--- src/rtl/bsg_div_iterative_pkg.sv ---
// Shared types and helpers for the iterative restoring divider.
package bsg_div_iterative_pkg;

  typedef enum logic [1:0] {
    eIDLE = 2'd0,
    eCAL  = 2'd1,
    eFIX  = 2'd2,
    eDONE = 2'd3
  } state_e;

  // Width of a counter that must hold 0..n-1; never narrower than one bit.
  function automatic int safe_clog2(input int n);
    int r = 1;
    while ((1 << r) < n) r = r + 1;
    return r;
  endfunction

endpackage

--- src/rtl/bsg_div_iterative_step.sv ---
// One combinational restoring-division stage: shift in one dividend bit,
// trial-subtract the divisor, keep the difference when it does not borrow.
module bsg_div_iterative_step #(
  parameter int width_p = 32
) (
  input  logic [width_p-1:0] rem_i,
  input  logic [width_p-1:0] divisor_i,
  input  logic               dividend_bit_i,
  output logic [width_p-1:0] rem_o,
  output logic               q_o
);

  // The running remainder keeps its msb so divisors above 2^(width_p-1)
  // still compare correctly; the borrow bit of the wide subtract is the compare.
  logic [width_p:0]   partial;
  logic [width_p+1:0] diff;

  assign partial = {rem_i, dividend_bit_i};
  assign diff    = {1'b0, partial} - {2'b00, divisor_i};
  assign q_o     = ~diff[width_p+1];
  assign rem_o   = q_o ? diff[width_p-1:0] : partial[width_p-1:0];

endmodule

--- src/rtl/bsg_div_iterative_restoring.sv ---
// Iterative signed/unsigned integer divider, iter_step_p quotient bits per cycle.
// Optional build macro BSG_DIV_ITERATIVE_DIV0_FAST_EN: a zero divisor skips the
// iteration and the result is valid one cycle after the handshake.
//
// Handshake: operands are taken on a clock edge where v_i & ready_o; ready_o stays
// low until the result is consumed. The result is offered with v_o=1 and held
// stable until a clock edge where yumi_i=1, after which ready_o returns next cycle.
module bsg_div_iterative_restoring
  import bsg_div_iterative_pkg::*;
#(
  parameter int width_p     = 32,
  parameter int iter_step_p = 4
) (
  input  logic               clk_i,
  input  logic               reset_n_i,
  input  logic               v_i,
  output logic               ready_o,
  input  logic [width_p-1:0] dividend_i,
  input  logic [width_p-1:0] divisor_i,
  input  logic               signed_i,
  output logic [width_p-1:0] quotient_o,
  output logic [width_p-1:0] remainder_o,
  output logic               v_o,
  input  logic               yumi_i,
  output state_e             state_o
);

  localparam int n_lp     = width_p / iter_step_p;
  localparam int cnt_w_lp = safe_clog2(n_lp);
  localparam logic [cnt_w_lp-1:0] cnt_last_lp = cnt_w_lp'(n_lp - 1);

  state_e              state_r;
  logic [cnt_w_lp-1:0] cnt_r;
  logic [width_p-1:0]  quo_r;   // dividend bits shift out the top, quotient bits in the bottom
  logic [width_p-1:0]  rem_r;
  logic [width_p-1:0]  dvs_r;
  logic                neg_q_r;
  logic                neg_r_r;

  // Operand magnitudes and sign flags at the handshake
  logic               dividend_neg, divisor_neg;
  logic [width_p-1:0] dividend_abs, divisor_abs;

  assign dividend_neg = signed_i & dividend_i[width_p-1];
  assign divisor_neg  = signed_i & divisor_i[width_p-1];
  assign dividend_abs = dividend_neg ? (-dividend_i) : dividend_i;
  assign divisor_abs  = divisor_neg  ? (-divisor_i)  : divisor_i;

  // Cascade of restoring stages resolving iter_step_p quotient bits per cycle
  logic [width_p-1:0]     rem_chain [iter_step_p+1];
  logic [iter_step_p-1:0] q_bits;
  logic [width_p-1:0]     quo_next;

  assign rem_chain[0] = rem_r;

  for (genvar k = 0; k < iter_step_p; k++) begin : g_step
    bsg_div_iterative_step #(.width_p(width_p)) u_step (
      .rem_i          (rem_chain[k]),
      .divisor_i      (dvs_r),
      .dividend_bit_i (quo_r[width_p-1-k]),
      .rem_o          (rem_chain[k+1]),
      .q_o            (q_bits[iter_step_p-1-k])
    );
  end

  assign quo_next = (quo_r << iter_step_p) | width_p'(q_bits);

  // Sign correction; a zero divisor leaves the all-ones quotient untouched
  logic [width_p-1:0] quo_fix, rem_fix;

  assign quo_fix = (neg_q_r && (dvs_r != '0)) ? (-quo_r) : quo_r;
  assign rem_fix = neg_r_r ? (-rem_r) : rem_r;

  assign state_o = state_r;

  // Control FSM and datapath registers with registered handshake outputs
  always_ff @(posedge clk_i or negedge reset_n_i) begin
    if (!reset_n_i) begin
      state_r     <= eIDLE;
      cnt_r       <= '0;
      quo_r       <= '0;
      rem_r       <= '0;
      dvs_r       <= '0;
      neg_q_r     <= 1'b0;
      neg_r_r     <= 1'b0;
      ready_o     <= 1'b1;
      v_o         <= 1'b0;
      quotient_o  <= '0;
      remainder_o <= '0;
    end else begin
      case (state_r)
        eIDLE: begin
          if (v_i && ready_o) begin
            ready_o <= 1'b0;
            quo_r   <= dividend_abs;
            rem_r   <= '0;
            dvs_r   <= divisor_abs;
            neg_q_r <= dividend_neg ^ divisor_neg;
            neg_r_r <= dividend_neg;
            cnt_r   <= '0;
`ifdef BSG_DIV_ITERATIVE_DIV0_FAST_EN
            if (divisor_i == '0) begin
              state_r     <= eDONE;
              v_o         <= 1'b1;
              quotient_o  <= '1;
              remainder_o <= dividend_i;
            end else begin
              state_r <= eCAL;
            end
`else
            state_r <= eCAL;
`endif
          end
        end
        eCAL: begin
          quo_r <= quo_next;
          rem_r <= rem_chain[iter_step_p];
          if (cnt_r == cnt_last_lp) begin
            cnt_r   <= '0;
            state_r <= eFIX;
          end else begin
            cnt_r <= cnt_r + 1'b1;
          end
        end
        eFIX: begin
          quotient_o  <= quo_fix;
          remainder_o <= rem_fix;
          v_o         <= 1'b1;
          state_r     <= eDONE;
        end
        eDONE: begin
          if (yumi_i) begin
            state_r     <= eIDLE;
            v_o         <= 1'b0;
            ready_o     <= 1'b1;
            quo_r       <= '0;
            rem_r       <= '0;
            dvs_r       <= '0;
            neg_q_r     <= 1'b0;
            neg_r_r     <= 1'b0;
            quotient_o  <= '0;
            remainder_o <= '0;
          end
        end
        default: begin
          state_r <= eIDLE;
          ready_o <= 1'b1;
          v_o     <= 1'b0;
        end
      endcase
    end
  end

endmodule

--- config.mk ---
export PLATFORM = sky130hd
export DESIGN_NAME = bsg_div_iterative_restoring
export DESIGN_NICKNAME = d
export VERILOG_FILES = /design/src/rtl/bsg_div_iterative_pkg.sv /design/src/rtl/bsg_div_iterative_step.sv /design/src/rtl/bsg_div_iterative_restoring.sv
export SDC_FILE = /design/constraint.sdc
export NUM_CORES = 1
export LEC_CHECK = 0
export ABC_AREA = 1
export CORE_ASPECT_RATIO = 0.5
export CORE_UTILIZATION = 45
export DETAILED_ROUTE_END_ITERATION = 10
export GPL_ROUTABILITY_DRIVEN = 0
export PLACE_DENSITY = 0.68
export SLEW_MARGIN = 20
export SYNTH_ARGS = -nofsm -noshare
export SYNTH_HDL_FRONTEND = slang
export SYNTH_SLANG_ARGS = --single-unit
--- constraint.sdc ---
create_clock -name clk_i -period 9.2 [get_ports clk_i]
set_input_delay 0.92 -clock clk_i [delete_from_list [all_inputs] [get_ports clk_i]]
set_output_delay 0.92 -clock clk_i [all_outputs]
set_load 0.1 [all_outputs]
* Word level (Yosys, flattened, before mapping) *
Index checks and enable logic that the tools add are counted.

word-level totals
  register bits = 169
  bits in latches = 0
  RAM bits = 0
  ROM bits = 0
  bits of input ports = 69
  output and inout port bits = 68
  memories kept = 0

cells by class
  add/subtract/negate cells = 9
  multipliers = 0
  divide/modulo/power cells = 0
  $lt $le $gt $ge = 0
  eq/ne operators = 7
  shift operators = 0
  mux-type cells = 33
  bitwise logic cells = 8
  reduce and logical (&&, ||, !) cells = 13

operator list
  cell                                                  number
  two-way mux 32 bit                                    12
  case mux 32 bit (2 select lines)                      3
  case mux 32 bit (3 select lines)                      2
  subtractor 33 x 32 -> 34 bit                          4
  negator 32 bit                                        4
  bitwise OR 32 x 4 -> 32 bit                           1
  nonzero test 32 bit                                   1
  AND reduction 3 bit                                   3
  case mux 1 bit (2 select lines)                       4
  case mux 2 bit (4 select lines)                       1
  two-way mux 2 bit                                     3
  two-way mux 3 bit                                     2
  != test 2 bit (second input constant)                 3
  case mux 3 bit (2 select lines)                       1
  nonzero test 2 bit                                    3
  two-way mux 1 bit                                     5
  equality test 2 bit (second input constant)           2
  NOT 1 bit                                             4
  AND reduction 2 bit                                   2
  adder 3 x 1 -> 3 bit (second input constant)          1
  equality test 3 bit (second input constant)           1
  nonzero test 3 bit                                    1
  AND 1 bit                                             2
  equality test 2 x 1 -> 1 bit (second input constant)  1
  3 further kinds                                       4

* Longest topological paths before layout *
Gate-level depths: netlist (run 1).

  depth after elaboration = 10
  depth in mapped cells = 65

* Hierarchy *
From an unflattened synthesis (run 1), not the netlist that was laid out.

unflattened totals
  cells, all modules = 4125
  area total of the unflattened synthesis = 22870.7 um^2

modules (own cells, without submodules)
  module                                          times used  cells an instance  area each (um^2)  seq. area each (um^2)
  bsg_div_iterative_restoring                     1           1571               10421.2           4230.3
  bsg_div_iterative_step at g_step[0].u_step ...  2           639                3125.5            0.0
  bsg_div_iterative_step at g_step[2].u_step ...  2           638                3099.2            0.0

* Worst setup path after synthesis (run 1) *
No wires, ideal clock.

  path type = register to register
  start = reg dvs_r[12]
  end = reg rem_r[25]
  setup time = 125 ps
  arrival = 7478 ps
  required time = 9075 ps
  slack = 1597 ps
  stages on the path, launching flop included = 60
  buffers on the path = 7
  clock period less this slack = 7603 ps
  cell sequence = dfrtp_1 inv_1 ha_1 nand2_1 inv_2 nand2_1 nand2_1 a21oi_2 nand3_2 nand2_2 nand2_4 buf_4 buf_4 or2_2 nand2_1 inv_1 ha_1 nand2_1 (+24 left out) buf_6 nand2_1 nand2_1 ha_1 a21oi_1 nand2_1 nand3_1 nand3_1 nand3_1 nand2_1 a21o_1 nand3_1 nand2_1 a21oi_1 nand3_2 buf_4 nand3b_1 nand3_1

on the way
  longest elaborated chain between the ends = 9

ends and longest elaborated chain
  item                                  RTL line                            source
  start, declared                       bsg_div_iterative_restoring.sv:36   logic [width_p-1:0] dvs_r;
  start signal, assigned                bsg_div_iterative_restoring.sv:97   dvs_r <= divisor_abs;
  subtractor 33 x 32 -> 34 bit          bsg_div_iterative_step.sv:19        assign diff = {1'b0, partial} - {2'b00, divisor_i};
  two-way mux 32 bit                    bsg_div_iterative_step.sv:21        assign rem_o = q_o ? diff[width_p-1:0] : partial[width_p-1:0];
  subtractor 33 x 32 -> 34 bit          bsg_div_iterative_step.sv:19
  two-way mux 32 bit                    bsg_div_iterative_step.sv:21
  subtractor 33 x 32 -> 34 bit          bsg_div_iterative_step.sv:19
  two-way mux 32 bit                    bsg_div_iterative_step.sv:21
  subtractor 33 x 32 -> 34 bit          bsg_div_iterative_step.sv:19
  two-way mux 32 bit (*)                bsg_div_iterative_step.sv:21
  case mux 32 bit (3 select lines) (*)  bsg_div_iterative_restoring.sv:91   case (state_r)
  end signal, assigned                  bsg_div_iterative_restoring.sv:117  rem_r <= rem_chain[iter_step_p];
  end, declared                         bsg_div_iterative_restoring.sv:35   logic [width_p-1:0] rem_r;

Every way passes the cells marked *; elsewhere a longest branch is shown, timed or not.
A chain may end at the register's enable or synchronous reset.

* Worst setup path after layout (run 1) *
  start = reg dvs_r[1]
  end = reg rem_r[22]

Same word-level chain as after synthesis.

==> results.yml, run 1 <==
finish:
  instances_no_fill: 3844
  n_fill_cell: 4178
  fin_nets: 3476
  drive_above_1_share_pct: 9.83
  diodes: 0
  synthToLayoutAreaGrowth_pct: 18.9
timing:
  fmax_ghz: 0.113
  finalSetupViolCount: 0
  finClkSkew_ns: 0.0152
  layout_min_cycle_time_ns: 8.82
  fin_ws_ns: 0.375
  worstMarginPinSlew_ns: 1.06
  maxSlewHeadroom_pct: 29.2
  period_share_pct: 95.9
  maxSlewViolCount: 0
  hold_violations: 0
route:
  drc: 0
  routed_wl_mm: 72.5
  num_vias: 21900
  drt_iter0_markers: 2411
  drtAntennaViolNets: 0
  detail_route.vias_per_cell: 5.70
  wire_per_inst_um: 18.9
  dr.pass1.iters: 6
placed_design:
  port_buffers: 136
  place_ws_ns: 0.281
  placed_cells: 3796
  dpl.hpwl_mm: 57.9
setup_path:
  endpoint_kind: "flip-flop"
  cp_max_fo: 26
  critical_path_arrival_ns: 9.17
  worst-path-buf-inv: 8
  critPathMaxStageDelay_ns: 0.47
  cpMaxStageDelayCell: "dfrtp_1"
  cp_top_family: "compound AO/OA/AOI/OAI gates"
  rrSetupSlack_ns: 0.38
  required_ns: 9.54
  crit_path_start: "dvs_r[1]"
  reg2reg_depth: 47
  critical_path_class: "reg2reg"
  critPathLaunchType: "flip-flop"
  worstReg2RegEnd: "rem_r[22]"
  r2r_start: "dvs_r[1]"
clocking:
  clock_latency_ns: 0.48
  cts_sinks: 169
  cts_buffer_depth: 2
  hold_buffers: 0
  clkTransAtPathRegs_ns: 0.09
  cts_root_buf: "clkbuf_16"
  cts_max_level: 4
  cts_tree: "built"
  numCtsBuffers: 17
grt:
  grt_remaining_overflow: 0
  antenna_found_initial: 0
  grt_max_degree: 72
  grt_first_pass_wirelength_mm: 112
  grtUsageTotal_pct: 33.2
  grt_pass1_vias: 20100
synth:
  synthesis.instances: 3047
  ys_seq_elements: 169
  ys_types: 61
  yosysWarnings: 0
  synth_edf_count: 0
  ys_async_sr_fraction_pct: 100
  synth_ff_type: "dfrtp_1"
  syn-num-nets: 3259
  synth.avg_cell_area_um2: 6.26
  netlist_area_mm2: 0.0191
  yosysSeqAreaShare_pct: 22.2
floorplan:
  core_mm2: 0.0411
  dieArea_mm2: 0.0433
  die_w_um: 293
  rows: 52
  initial_core_util_pct: 46.4
  die_height_um: 148
  ios: 137
flow_run:
  drv_cap: 0
run_status:
  status: "complete, no violations"
worst_hold_path:
  hold_class: "in2async"
==> what timing repair did <==
action                     CTS  global route
buffers inserted             0            15
setup endpoints to repair    0            33
resized for setup            0            33
==> cell type report <==
type	instances	area [µm²]	share of cell area, %
clock buffer	17	425	1.88
clock inverter	15	219	0.966
inverter	487	1830	8.09
multi-input combinational	2318	12800	56.5
sequential	169	4230	18.7
tap	567	709	3.13
timing repair buffer	271	2450	10.8
==> per-stage QoR <==
stage	utilization, %	instance area [µm²]	setup TNS (ns)	hold WS, ns
finish	55.1	22700	0	0.422
global route	55.1	22700	-1.88	0.473
CTS	54.5	22400	0	0.439
detailed placement	52.9	21800	0	0.521
global placement	52.9	21800	0	0.494
floorplan	-	19100	0	0.481
==> sequential cells by signal (all words and copies together), names as in the netlist, 2 cells and up <==
register and cells:
dvs_r 32, quotient_o 32, remainder_o 32, rem_r 32
quo_r 32, state_o 2, cnt_r 3
==> synthesized netlist by cell type, types with 6 or more instances <==
cell,instances,area [µm²]
clkbuf_1,48,180
or2_2,13,81.3
nand3_1,237,1190
nand4_1,33,206
dfrtp_1,168,4200
o21a_1,7,52.6
o22ai_1,73,457
a21oi_2,7,61.3
o21ai_1,33,165
nor2_2,9,56.3
o21ai_2,13,114
inv_2,21,78.8
a21oi_1,183,916
o21ai_0,182,911
a21o_1,11,82.6
buf_4,11,82.6
nor3_2,12,120
nor2_4,6,67.6
nand2_2,27,169
nand3b_1,15,113
nor4_1,17,106
a31oi_1,9,56.3
nand3_2,7,70.1
nand2_1,752,2820
xnor2_1,47,412
xor2_1,53,464
o211ai_1,6,45.0
buf_2,9,45.0
o21bai_1,21,158
ha_1,139,1740
o221ai_1,25,219
nor3_1,68,340
nor2_1,265,995
inv_1,463,1740
==> per-layer routing <==
metal / part of all wire (%) / up-vias / track usage [%] / routed length (µm)
li1: - / 10500 / - / -
met1: 43 / 10200 / 46.0 / 31100
met2: 41 / 1077 / 49.3 / 30000
met3: 10 / 179 / 6.31 / 7540
met4: 5.3 / 0 / 16.4 / 3840
met5: 0 / - / 0 / 0
==> worst max path at each step <==
stage | endpoint | slack, ns | cells after the start
floorplan | rem_r[25] | 1.60 | 59
global placement | rem_r[2] | 0.34 | 49
detailed placement | rem_r[10] | 0.28 | 58
CTS | rem_r[22] | 0.20 | 58
global route | rem_r[25] | -0.10 | 56
finish | rem_r[22] | 0.38 | 47
==> logic make-up after synthesis <==
| group | after synthesis | share of synthesized area, % |
|---|---|---|
| fa+ha+maj | 143 | 9.54 |
| buf+inv | 561 | 11.5 |
| flops | 169 | 22.2 |
| xor+xnor | 100 | 4.59 |
| compound gates | 592 | 18.0 |
| simple gates | 1482 | 34.2 |
==> cell usage in the layout, fill, tap and decap left out, types with 15 or more instances in the layout <==
cell type / Yosys / routed
nor3_1: 68 / 67
nand3b_1: 15 / 15
xor2_1: 53 / 53
o21ai_0: 182 / 178
clkbuf_16: 0 / 17
nand2_2: 27 / 26
inv_1: 463 / 460
xnor2_1: 47 / 47
inv_2: 21 / 22
nor2_1: 265 / 262
ha_1: 139 / 136
buf_4: 11 / 129
clkdlybuf4s50_1: 0 / 135
o21ai_1: 33 / 32
o21ai_2: 13 / 16
dfrtp_1: 168 / 168
o22ai_1: 73 / 73
nand3_1: 237 / 237
nand2_1: 752 / 752
o21bai_1: 21 / 21
a21oi_1: 183 / 173
nor4_1: 17 / 17
o221ai_1: 25 / 25
nand4_1: 33 / 33
a21oi_2: 7 / 16
Power of run 1 is not shown: default switching activity piles up to over one toggle a cycle in this logic, so the estimate is an artifact.
==> run 2, diff against run 1 <==
--- a/config.mk
+++ b/config.mk
@@ -6,7 +6,6 @@
 export NUM_CORES = 1
 export LEC_CHECK = 0
 export ABC_AREA = 1
-export CORE_ASPECT_RATIO = 0.5
 export CORE_UTILIZATION = 45
 export DETAILED_ROUTE_END_ITERATION = 10
 export GPL_ROUTABILITY_DRIVEN = 0
==> results.yml, run 2 (synthesis results as in run 1) <==
grt:
  grt_remaining_overflow: 0
  grt_first_pass_wirelength_mm: 114
  antenna_found_initial: 0
  grt_pass1_vias: 20600
  grtUsageTotal_pct: 33.7
  grt_max_degree: 75
placed_design:
  dpl.hpwl_mm: 59.5
  port_buffers: 136
  placed_cells: 3733
  dpl_cell_area_mm2: 0.0215
finish:
  multi_input_area_mm2: 0.0128
  final_area_mm2: 0.0223
  layout_common_cells: "nand2_1 (752), inv_1 (451), nor2_1 (263)"
  diodes: 0
  synthToLayoutAreaGrowth_pct: 17.1
  n_fill_cell: 4186
  drive_above_1_share_pct: 8.97
  regArea_mm2: 0.00423
  instances_no_fill: 3773
  layout_commonest_cell: "nand2_1"
  fin_nets: 3434
route:
  drt_iter0_markers: 2413
  num_vias: 22100
  detail_route.vias_per_cell: 5.85
  drtAntennaViolNets: 0
  dr.pass1.iters: 10
  wire_per_inst_um: 19.7
  drc: 0
  routed_wl_mm: 74.3
clocking:
  numCtsBuffers: 17
  cts_root_buf: "clkbuf_16"
  cts_buffer_depth: 2
  cts_sinks: 169
  clkTransAtPathRegs_ns: 0.07
  cts_tree: "built"
  hold_buffers: 0
  clock_latency_ns: 0.47
  cts_max_level: 4
run_status:
  status: "complete, no violations"
timing:
  period_share_pct: 96.4
  fmax_ghz: 0.113
  hold_violations: 0
  maxSlewViolCount: 0
  worstMarginPinSlew_ns: 1.05
  maxSlewHeadroom_pct: 30.1
  finClkSkew_ns: 0.0183
  layout_min_cycle_time_ns: 8.87
  finalSetupViolCount: 0
setup_path:
  critical_path_class: "reg2reg"
  reg2reg_depth: 55
  critPathMaxStageDelay_ns: 0.46
  worstReg2RegEnd: "rem_r[23]"
  r2r_start: "dvs_r[9]"
  critical_path.most_common_cell: "nand2_1"
  cp_top_family: "simple AND/OR/NAND/NOR gates"
  cpMaxStageDelayCell: "o21ai_1"
  critPathLaunchType: "flip-flop"
  critical_path_arrival_ns: 9.26
  worst-path-buf-inv: 10
  endpoint_kind: "flip-flop"
  crit_path_start: "dvs_r[9]"
  required_ns: 9.59
  rrSetupSlack_ns: 0.33
  cp_max_fo: 30
flow_run:
  drv_cap: 0
worst_hold_path:
  hold_class: "in2async"
floorplan:
  die_w_um: 208
  die_height_um: 208
  rows: 75
  initial_core_util_pct: 45.6
  ios: 137
  dieArea_mm2: 0.0432
  core_mm2: 0.0419
## run 2: changes by cell type in the layout (fill, tap and decap cells not counted), sizes merged
cell	change
clkinv	-1
buf	-43
clkbuf	+2
nor2	-1
inv	-4
clkinvlp	+4
## run 2: timing repair
item,CTS,global route
buffers inserted,0,7
cloned,0,2
pin swaps,0,3
resized for setup,1,50
setup endpoints to repair,8,33
## run 2: layout make-up
| type | instances | share of cell area [%] |
|---|---|---|
| clock inverter | 14 | 0.617 |
| inverter | 487 | 8.26 |
| clock buffer | 17 | 1.91 |
| sequential | 169 | 19.0 |
| tap | 539 | 3.02 |
| timing repair buffer | 230 | 9.70 |
| multi-input combinational | 2317 | 57.5 |
## run 2: worst max path at each step
stage / endpoint / slack, ns / cells after the start
6_report: rem_r[23] / 0.33 / 55
2_1_floorplan: rem_r[25] / 1.60 / 59
4_1_cts: rem_r[23] / 0.04 / 57
3_5_place_dp: rem_r[23] / 0.03 / 55
3_3_place_gp: rem_r[30] / 0.23 / 55
5_1_grt: rem_r[13] / -0.001 / 58
## run 2: routing by layer
layer  GRT usage [%]  wire (µm)  up-vias
met4            15.7       3590        2
met5               0         69        -
met2            50.4      31300     1283
met1            44.5      29800    10200
met3            10.3       9510      216
li1                -          -    10400
## run 2: metrics by stage
stage | TNS, ns | hold slack, ns | setup WS (ns) | util [%]
final | 0 | 0.363 | 0.333 | 53.3
after global routing | -0.00110 | 0.377 | -0.00110 | 53.3
after CTS | 0 | 0.360 | 0.0429 | 52.6
after detailed placement | 0 | 0.507 | 0.0281 | 51.3
after global placement | 0 | 0.504 | 0.230 | 51.3
after floorplan | 0 | 0.481 | 1.60 | -
Power of run 2 is left out for the same reason.
==> run 3, diff against run 2 <==
--- a/config.mk
+++ b/config.mk
@@ -10,6 +10,7 @@
 export DETAILED_ROUTE_END_ITERATION = 10
 export GPL_ROUTABILITY_DRIVEN = 0
 export PLACE_DENSITY = 0.68
+export SKIP_CTS_REPAIR_TIMING = 1
 export SLEW_MARGIN = 20
 export SYNTH_ARGS = -nofsm -noshare
 export SYNTH_HDL_FRONTEND = slang
==> results.yml, run 3 (synthesis results as in run 1) <==
route:
  detail_route.vias_per_cell: 5.83
  dr.pass1.iters: 9
  drt_iter0_markers: 2583
  routed_wl_mm: 74.4
  drc: 0
  num_vias: 22000
  wire_per_inst_um: 19.7
  drtAntennaViolNets: 0
timing:
  holdWs_ns: 0.366
  fmax_ghz: 0.112
  period_share_pct: 96.8
  finalSetupViolCount: 0
  finClkSkew_ns: 0.0151
  maxSlewHeadroom_pct: 30.6
  setup_tns_ns: 0
  layout_min_cycle_time_ns: 8.90
  worstMarginPinSlew_ns: 1.04
  maxSlewViolCount: 0
  hold_violations: 0
finish:
  fin_util_pct: 53.3
  fin_nets: 3434
  diodes: 0
  layout_common_cells: "nand2_1 (752), inv_1 (451), nor2_1 (263)"
  drive_above_1_share_pct: 8.97
  synthToLayoutAreaGrowth_pct: 17.1
  final_area_mm2: 0.0223
  layout_commonest_cell: "nand2_1"
setup_path:
  crit_cells: 51
  cp_top_family: "simple AND/OR/NAND/NOR gates"
  critPathLaunchType: "flip-flop"
  critical_path_class: "reg2reg"
  critical_path.most_common_cell: "nand2_1"
  crit_path_start: "rem_r[9]"
  worst-path-buf-inv: 6
  endpoint_kind: "flip-flop"
  rrSetupSlack_ns: 0.30
  r2r_start: "rem_r[9]"
  cpMaxStageDelayCell: "dfrtp_1"
  worstReg2RegEnd: "rem_r[30]"
  critical_path_arrival_ns: 9.30
  critPathMaxStageDelay_ns: 0.48
  reg2reg_depth: 51
  required_ns: 9.60
  cp_max_fo: 24
  endpoint: "rem_r[30]"
floorplan:
  die_w_um: 208
  die_height_um: 208
  initial_core_util_pct: 45.6
  core_mm2: 0.0419
  ios: 137
  dieArea_mm2: 0.0432
  rows: 75
grt:
  grt_pass1_vias: 20600
  antenna_found_initial: 0
  grtUsageTotal_pct: 33.7
  grt_remaining_overflow: 0
  grt_first_pass_wirelength_mm: 114
  grt_max_degree: 75
flow_run:
  drv_cap: 0
clocking:
  cts_max_level: 4
  cts_buffer_depth: 2
  cts_root_buf: "clkbuf_16"
  clkTransAtPathRegs_ns: 0.07
  cts_sinks: 169
  clock_latency_ns: 0.47
  numCtsBuffers: 17
  cts_tree: "built"
worst_hold_path:
  hold_class: "in2async"
placed_design:
  port_buffers: 136
  dpl.hpwl_mm: 59.5
  dpl_cell_area_mm2: 0.0215
run_status:
  status: "complete, no violations"
run 3: how the worst min path moves through the flow:
stage / endpoint / slack [ns]
2_1_floorplan: quo_r[18] / 0.48
3_3_place_gp: quo_r[18] / 0.50
6_report: remainder_o[26] / 0.37
4_1_cts: remainder_o[11] / 0.36
5_1_grt: remainder_o[26] / 0.38
3_5_place_dp: ready_o / 0.51
run 3: worst register-to-register path: cells and delay by family (launching register included):
family,cells,cell delay [ns]
adder cells (fa/ha/maj),4,1.42
AO/OA/AOI/OAI,7,1.77
flip-flops,1,0.48
XOR/XNOR,1,0.16
AND/OR/NAND/NOR,33,4.26
buffers and inverters,6,0.74
run 3: cell type report:
| cell class | count | area, µm² |
|---|---|---|
| fillers | 4186 | 19500 |
| multi-input cells | 2317 | 12800 |
| flip-flops and latches | 169 | 4230 |
| repair buffers | 230 | 2170 |
| inverters | 487 | 1840 |
| well taps | 539 | 674 |
| clock buffers | 17 | 425 |
| clock inverters | 14 | 138 |
run 3: through the flow:
| stage | cells | worst slack (ns) |
|---|---|---|
| floorplan | 3047 | 1.60 |
| global placement | 3733 | 0.230 |
| detailed placement | 3733 | 0.0281 |
| CTS | 3764 | -0.0314 |
| global route | 3773 | -0.00262 |
| finish | 3773 | 0.298 |
run 3: layer usage:
metal  wire [µm]  GRT usage, %  up-vias
met3        9270          9.97      217
met5          69             0        -
met2       31400          50.4     1269
li1            -             -    10400
met4        3620          15.7        2
met1       30000          44.6    10100
Power of run 3 is left out for the same reason.
